### config.mk
export PLATFORM = sky130hd
export DESIGN_NAME = dphy_byte_align
export DESIGN_NICKNAME = d
export VERILOG_FILES = /design/src/rtl/csi2_rx_pkg.sv /design/src/rtl/dphy_sync_search.sv /design/src/rtl/dphy_byte_align.sv
export SDC_FILE = /design/constraint.sdc
export NUM_CORES = 1
export LEC_CHECK = 0
export ABC_AREA = 0
export BUFFER_PORTS_ARGS = -buffer_cell sky130_fd_sc_hd__buf_2
export CAP_MARGIN = 20
export CORE_ASPECT_RATIO = 0.9
export CORE_MARGIN = 3
export CORE_UTILIZATION = 55
export DETAILED_ROUTE_END_ITERATION = 12
export GPL_TIMING_DRIVEN = 0
export PLACE_DENSITY_LB_ADDON = 0.25
export SKIP_LAST_GASP = 1
export SLEW_MARGIN = 25
export SYNTH_ARGS = -nofsm -noshare
export SYNTH_HDL_FRONTEND = slang
export SYNTH_SLANG_ARGS = --single-unit
### constraint.sdc
create_clock -name byte_clk_i -period 3.7 [get_ports byte_clk_i]
set_input_delay 1.11 -clock byte_clk_i [delete_from_list [all_inputs] [get_ports byte_clk_i]]
set_output_delay 1.11 -clock byte_clk_i [all_outputs]
set_load 0.005 [all_outputs]
### src/rtl/csi2_rx_pkg.sv
`default_nettype none
// ============================================================================
//  Module      : csi2_rx_pkg
//  Description : Shared constants and types for the CSI-2 / D-PHY receive path.
//  Revision    : 1.0 - initial release
// ============================================================================
package csi2_rx_pkg;

    // HS leader/sync byte in bit-transmission order (bit 0 is received first).
    localparam logic [7:0] DPHY_SYNC_BYTE = 8'hB8;

    // Byte aligner lane states.
    typedef enum logic [1:0] {
        IDLE     = 2'd0,
        HUNT     = 2'd1,
        LOCKED   = 2'd2,
        WAIT_END = 2'd3
    } align_state_t;

endpackage
`default_nettype wire

### src/rtl/dphy_sync_search.sv
`default_nettype none
// ============================================================================
//  Module      : dphy_sync_search
//  Description : Combinational sync-pattern search over a 16-bit window.
//                Reports whether the pattern appears at any of the eight bit
//                offsets and returns the lowest matching offset.
//  Revision    : 1.0 - initial release
// ============================================================================
module dphy_sync_search (
    input  logic [15:0] window_i,
    input  logic [7:0]  pattern_i,
    output logic        found_o,
    output logic [2:0]  offset_o
);

    logic [7:0] w_match;

    // One comparator per candidate bit offset.
    for (genvar o = 0; o < 8; o++) begin : g_match
        assign w_match[o] = (window_i[o +: 8] == pattern_i);
    end

    // Priority encode: the lowest matching offset wins.
    always_comb begin
        found_o  = |w_match;
        offset_o = 3'd0;
        for (int o = 7; o >= 0; o--) begin
            if (w_match[o]) begin
                offset_o = 3'(o);
            end
        end
    end

endmodule
`default_nettype wire

### src/rtl/dphy_byte_align.sv
`default_nettype none
// ============================================================================
//  Module      : dphy_byte_align
//  Description : D-PHY HS byte aligner. Hunts for the sync byte in the raw
//                deserializer stream, locks the bit offset and emits aligned
//                payload bytes. Flags a hunt timeout.
//  Revision    : 1.0 - initial release
// ============================================================================
module dphy_byte_align
    import csi2_rx_pkg::*;
#(
    parameter logic [7:0] SYNC_BYTE    = DPHY_SYNC_BYTE,
    parameter int         SYNC_TIMEOUT = 32
) (
    input  logic       byte_clk_i,
    input  logic       rst_i,
    input  logic       hs_active_i,
    input  logic [7:0] byte_data_i,
    output logic [7:0] byte_data_o,
    output logic       byte_valid_o,
    output logic       sync_det_o,
    output logic       sync_err_o,
    output logic [2:0] offset_o
);

    // Counter value seen on the last allowed hunt cycle.
    localparam logic [7:0] C_TIMEOUT_LAST = 8'(SYNC_TIMEOUT - 1);

    align_state_t state_q, state_d;
    logic [7:0]   prev_q, prev_d;
    logic [7:0]   cnt_q, cnt_d;
    logic [2:0]   offset_q, offset_d;
    logic [7:0]   byte_data_q, byte_data_d;
    logic         byte_valid_q, byte_valid_d;
    logic         sync_det_q, sync_det_d;
    logic         sync_err_q, sync_err_d;

    logic [15:0]  w_window;
    logic         w_found;
    logic [2:0]   w_found_off;
    logic [7:0]   w_aligned;

    assign w_window  = {byte_data_i, prev_q};
    assign w_aligned = w_window[offset_q +: 8];

    dphy_sync_search u_search (
        .window_i  (w_window),
        .pattern_i (SYNC_BYTE),
        .found_o   (w_found),
        .offset_o  (w_found_off)
    );

    // Next-state and output logic; leaving HS always wins over a match.
    always_comb begin
        state_d      = state_q;
        prev_d       = hs_active_i ? byte_data_i : 8'h00;
        cnt_d        = cnt_q;
        offset_d     = offset_q;
        byte_data_d  = byte_data_q;
        byte_valid_d = 1'b0;
        sync_det_d   = 1'b0;
        sync_err_d   = 1'b0;

        if (!hs_active_i) begin
            state_d = IDLE;
            cnt_d   = 8'd0;
        end else begin
            case (state_q)
                // The first HS cycle is searched straight from IDLE.
                IDLE, HUNT: begin
                    if (w_found) begin
                        state_d    = LOCKED;
                        offset_d   = w_found_off;
                        sync_det_d = 1'b1;
                        cnt_d      = 8'd0;
                    end else if (cnt_q >= C_TIMEOUT_LAST) begin
                        state_d    = WAIT_END;
                        sync_err_d = 1'b1;
                        cnt_d      = 8'd0;
                    end else begin
                        state_d = HUNT;
                        cnt_d   = (cnt_q == 8'hFF) ? cnt_q : cnt_q + 8'd1;
                    end
                end
                // Payload is passed through untouched; no re-search.
                LOCKED: begin
                    byte_data_d  = w_aligned;
                    byte_valid_d = 1'b1;
                end
                // Sit out the rest of a burst that never synced.
                WAIT_END: begin
                    state_d = WAIT_END;
                end
                default: begin
                    state_d = IDLE;
                end
            endcase
        end
    end

    // State and output registers.
    always_ff @(posedge byte_clk_i or posedge rst_i) begin
        if (rst_i) begin
            state_q      <= IDLE;
            prev_q       <= 8'h00;
            cnt_q        <= 8'd0;
            offset_q     <= 3'd0;
            byte_data_q  <= 8'h00;
            byte_valid_q <= 1'b0;
            sync_det_q   <= 1'b0;
            sync_err_q   <= 1'b0;
        end else begin
            state_q      <= state_d;
            prev_q       <= prev_d;
            cnt_q        <= cnt_d;
            offset_q     <= offset_d;
            byte_data_q  <= byte_data_d;
            byte_valid_q <= byte_valid_d;
            sync_det_q   <= sync_det_d;
            sync_err_q   <= sync_err_d;
        end
    end

    assign byte_data_o  = byte_data_q;
    assign byte_valid_o = byte_valid_q;
    assign sync_det_o   = sync_det_q;
    assign sync_err_o   = sync_err_q;
    assign offset_o     = offset_q;

endmodule
`default_nettype wire

# --- Word level (Yosys, flattened, before mapping) ---
# Cells that the tools add are included.
# W data, S select, Z words.
word_totals:
  regBits: 32
  latch_bits: 0
  memories: 0
  ramBits: 0
  romBits: 0
op_classes:
  eq_ne: 15
  shift: 1
  add_sub_neg: 1
  n_mul: 0
  bitwise_logic: 0
  reduce_logical: 6
  mux: 27
  div: 0
  n_lt_le_gt_ge: 1
op_table:
  columns: ["op", "n"]
  rows:
  - ["$eq A8 B8 Y1 const B", 9]
  - ["$mux W8", 6]
  - ["$mux W3", 8]
  - ["$shiftx A16 B4 Y8", 1]
  - ["$mux W1", 9]
  - ["$add A8 B1 Y8 const B", 1]
  - ["$ge A8 B5 Y1 const B", 1]
  - ["$reduce_or A8 Y1", 1]
  - ["$mux W2", 3]
  - ["$eq A2 B2 Y1 const B", 2]
  - ["$ne A4 B3 Y1 const B", 1]
  - ["$pmux W2 S2", 1]
  - ["$reduce_and A2 Y1", 2]
  - ["$ne A3 B1 Y1 const B", 1]
  - ["$reduce_and A3 Y1", 1]
  - ["$eq A2 B1 Y1 const B", 1]
  - ["$logic_not A2 Y1", 1]
  - ["$ne A2 B1 Y1 const B", 1]
  - ["$reduce_or A2 Y1", 1]

# --- Longest topological paths before layout ---
depth:
  depth_word: 9
  mapped_depth: 6
  depth_no_buf: 6

# --- Modules after synthesis ---
# From an unflattened synthesis, not the netlist that was laid out.
unflattened:
  cells_unflattened: 255
  area_unflattened_um2: 2561.2
modules_own_cells:
  columns: ["module", "area_per_inst_um2", "instances", "seq_area_each_um2", "cells_per_inst"]
  rows:
  - ["dphy_byte_align", 1615.3, 1, 800.8, 137]
  - ["dphy_sync_search", 945.9, 1, 0.0, 118]

# --- Worst setup path after synthesis ---
# Ideal clock, no wire load.
synth_timing:
  path_type: "input to register"
  startpoint: "in byte_data_i[0]"
  endpoint: "reg cnt_q[5]"
  setup_ns: 0.092
  path_buffers: 0
  path_slack_ns: 1.351
  stages: 5
  t_required_ns: 3.608
  arrival_ns: 2.258
  path_cell_list: "and4bb_1 -> o21ai_1 -> nand4_2 -> or2_4 -> o31ai_2"
synth_between:
  elab_chain_len: 5
  word_cells_on_any_way: 13
  cone_classes: "8 x eq/ne; 3 x mux; 2 x reduce/logical"
synth_rtl:
  columns: ["item", "line", "source"]
  rows:
  - ["start: declaration", "dphy_byte_align.sv:18", "input logic [7:0] byte_data_i,"]
  - ["$eq A8 B8 Y1", "dphy_sync_search.sv:20", "assign w_match[o] = (window_i[o +: 8] == pattern_i);"]
  - ["$reduce_or A8 Y1 *", "dphy_sync_search.sv:25", "found_o = |w_match;"]
  - ["$mux W8", "dphy_byte_align.sv:71", "if (w_found) begin"]
  - ["$mux W8", "dphy_byte_align.sv:68", "case (state_q)"]
  - ["$mux W8", "dphy_byte_align.sv:64", "if (!hs_active_i) begin"]
  - ["end signal: assignment", "dphy_byte_align.sv:115", "cnt_q <= cnt_d;"]
  - ["end: declaration", "dphy_byte_align.sv:31", "logic [7:0] cnt_q, cnt_d;"]
# Mark *: on every way between the ends. The rest lies on a longest branch, timed or not. The select of a mux whose other input is x is not followed.
# A chain may end at the register's enable or synchronous reset.

# --- Worst setup path in the final report ---
# Ends and elaborated chain as after synthesis.

==> summary.txt <==
STA
  • Period utilization: 0.634
  • Final setup violation count: 0
  • Skew final: roughly 0.0066 ns
  • Slew Limit Fails: 0
  • Sum Neg Setup Slack: 0 ns
  • Least-Margin Pin Slew: about 0.62 ns
  • RSZ-0062 raised after global routing: no
  • Max Fclk: approximately 430 MHz
  • WHS: around 0.48 ns
  • Slew margin rel.: 0.583
  • Min Tclk post-route: between 2 and 2.5 ns
  • Final Hold Viols: 0

Clock tree
  • Clock-pin slew on the worst setup and hold paths: approximately 0.10 ns
  • Post-cts hold buffer count: 0
  • Clock insertion delay at the later pin of the skew report: 0.33 ns
  • Post-CTS Repair Setup Buffers: 0
  • CTS sink count: 32
  • Post-CTS sizing: 0
  • TritonCTS clock tree: built
  • Root buffer cell: clkbuf_4
  • Htree depth: 2
  • CTS Buffer Depth: 2
  • Num CTS Buffers: 5

Route
  • DRT Wirelength: between 3000 and 4000 um
  • DRC: 0
  • Vias per cell: around 5.8
  • DR vias: between 1,000 and 1,500
  • 1st-iter DRT viols: 75
  • Antenna viol nets, final: 0
  • Initial DRT Pass Iterations: 4
  • DR WL/cell: between 10 and 15 um

Global routing
  • Number of antenna violations at the first check in global routing: 0
  • First-pass GRT wire length: about 6000 um
  • Total GRT Usage: 0.202
  • Pin count of the biggest net entering global routing: 33
  • Number of global-route vias before repair: 1,345
  • Total global routing overflow: 0

Hold path
  • Hold crit path type: register to register
  • Hold Path Sink: byte_data_o[2]$_DFFE_PP0P_
  • Hold Startpoint: byte_data_o[2]$_DFFE_PP0P_
  • Hold depth: 2

Yosys
  • Cells after Synth: 160
  • Mapped Nets: between 150 and 200
  • Most numerous cell in the Yosys netlist: dfrtp_1
  • Area leader, netlist: dfrtp_1
  • Flops & latches, synth: 32
  • Seq/Total Area, Yosys: 0.460
  • Synth async-reset ratio: 1.00
  • Unique masters post-synth: 36
  • Mapped cell area: 0.00174 mm^2
  • Syn. warnings: 0
  • Post-synth EDFFs: 0
  • Top post-synthesis cells by area: dfrtp_1 46%, mux4_2 7.8%, mux2i_1 7.5%
  • Post-synth top cells: 32 x dfrtp_1, 20 x nand2_1, 13 x mux2i_1, 10 x and2_1, 10 x nor4bb_1
  • Main synth FF type: dfrtp_1
  • Syn Area/Cell: around 11 um^2
  • Synth top area share: 0.460

Layout
  • Post-Layout Cell Count: approximately 230
  • Nets: about 200
  • # diodes: 0
  • Share of cells above drive strength 1: 0.255
  • Synthesis-to-finish area growth: 14.4%

Power and ir drop
  • Power Density: a little over 500 mW/mm^2
  • Pwr Total: around 1000 uW
  • Lkg Pwr: roughly 0.00096 uW
  • Worst VDD drop: around 0.29 mV

Setup path
  • R2R depth: 6
  • Crit Path Max Fanout: 10
  • Crit path capture type: register
  • Worst R2R Start: cnt_q[0]$_DFFE_PP0P_
  • CP Data Arrival Time: ~2.6 ns
  • Flop-to-flop setup slack: about 1.5 ns
  • R2r endpoint: cnt_q[5]$_DFFE_PP0P_
  • Worst endpoint required time: between 3 and 4 ns
  • Startpoint types: primary input
  • Crit Path Class: primary input to register

Job
  • Maxcap violations: 0

Floorplanning
  • Die width: 65.3 um
  • Starting Density: 0.603
  • Top Ports: 25
  • Die area: ~0.0039 mm^2
  • Core area: slightly below 0.003 mm^2
  • Core Rows: 18
  • Die height: 59.3 um

Placed design
  • Dpl cells: about 220
  • Dpl hpwl: 2630 um
  • GPL Wtd Cong: approximately 0.81
  • Port buffer count: 24

Run status
  • Status: finished clean
==> cells by family after synthesis <==
kind of cell               count (synthesis)  synth area share
AOI/OAI and AO/OA                         37             0.135
adders and majority gates                  1           0.00719
buffers and inverters                     11            0.0252
DFF                                       32             0.460
muxes                                     19             0.153
and+or+nand+nor                           60             0.220
==> cells in the final DEF (no fill, tap or decap), drive strengths merged, types with 2 or more instances in the layout <==
master / Yosys / layout
and2: 10 / 10
nand2: 20 / 20
nor4bb: 10 / 10
o21ai: 13 / 13
mux2i: 13 / 13
dfrtp: 32 / 32
and4bb: 2 / 2
a31oi: 2 / 2
a21o: 2 / 2
a211oi: 3 / 3
nor3: 2 / 2
a22oi: 2 / 2
clkbuf: 5 / 10
nand2b: 2 / 2
and3: 3 / 3
or2: 2 / 2
inv: 4 / 4
nor2: 2 / 2
buf: 2 / 26
a21oi: 8 / 8
mux4: 6 / 6
nand3: 2 / 2
o31ai: 4 / 4
==> layout make-up <==
type,count,area [um^2]
multi-input cells,117,895
fillers,235,893
flip-flops and latches,32,801
repair buffers,24,120
well taps,40,50.0
clock inverters,3,42.5
clock buffers,5,37.5
plain buffers,7,28.8
inverters,4,15.0
==> stage by stage <==
stage / utilization / setup WS [ns] / area (um^2)
2_1_floorplan: - / 1.35 / 1740
3_3_place_gp: 0.662 / 1.03 / 1910
3_5_place_dp: 0.662 / 1.01 / 1910
4_1_cts: 0.690 / 1.36 / 1990
5_1_grt: 0.690 / 1.27 / 1990
6_report: 0.690 / 1.35 / 1990
==> where the power goes <==
part	internal, uW	leakage, uW	switching, uW	total [uW]
registers	398	0.000423	29.5	427
clock network	141	0.0000412	121	261
logic	167	0.000499	167	334
total	705	0.000964	317	1020
==> registers in the layout (all words and copies together) (netlist names) <==
signal	cells
cnt_q	8
byte_data_o	8
offset_o	3
sync_det_o	1
prev_q	8
byte_valid_o	1
sync_err_o	1
state_q	2
==> per-layer routing <==
metal / up-vias / global-route usage / routed length, um
li1: 655 / - / -
met1: 656 / 0.256 / 1590
met2: 32 / 0.338 / 1600
met3: 6 / 0.0512 / 183
met4: 0 / 0.0710 / 38
met5: - / 0 / 0
==> worst max path at each step <==
stage | startpoint | end | cells past startpoint
after floorplan | byte_data_i[0] | cnt_q[5]$_DFFE_PP0P_ | 5
after global placement | byte_data_i[0] | cnt_q[5]$_DFFE_PP0P_ | 6
after detailed placement | byte_data_i[0] | cnt_q[5]$_DFFE_PP0P_ | 6
after CTS | byte_data_i[0] | cnt_q[5]$_DFFE_PP0P_ | 6
after global routing | byte_data_i[1] | cnt_q[5]$_DFFE_PP0P_ | 6
final | byte_data_i[0] | cnt_q[5]$_DFFE_PP0P_ | 6
==> worst max-delay path, cell delays in order <==
cell and delay, ns:
buf_2 0.14, and4bb_1 0.22, o21ai_1 0.25, nand4_2 0.28, or2_4 0.35, o31ai_2 0.24
No activity file was read; power rests on OpenSTA's default activity.
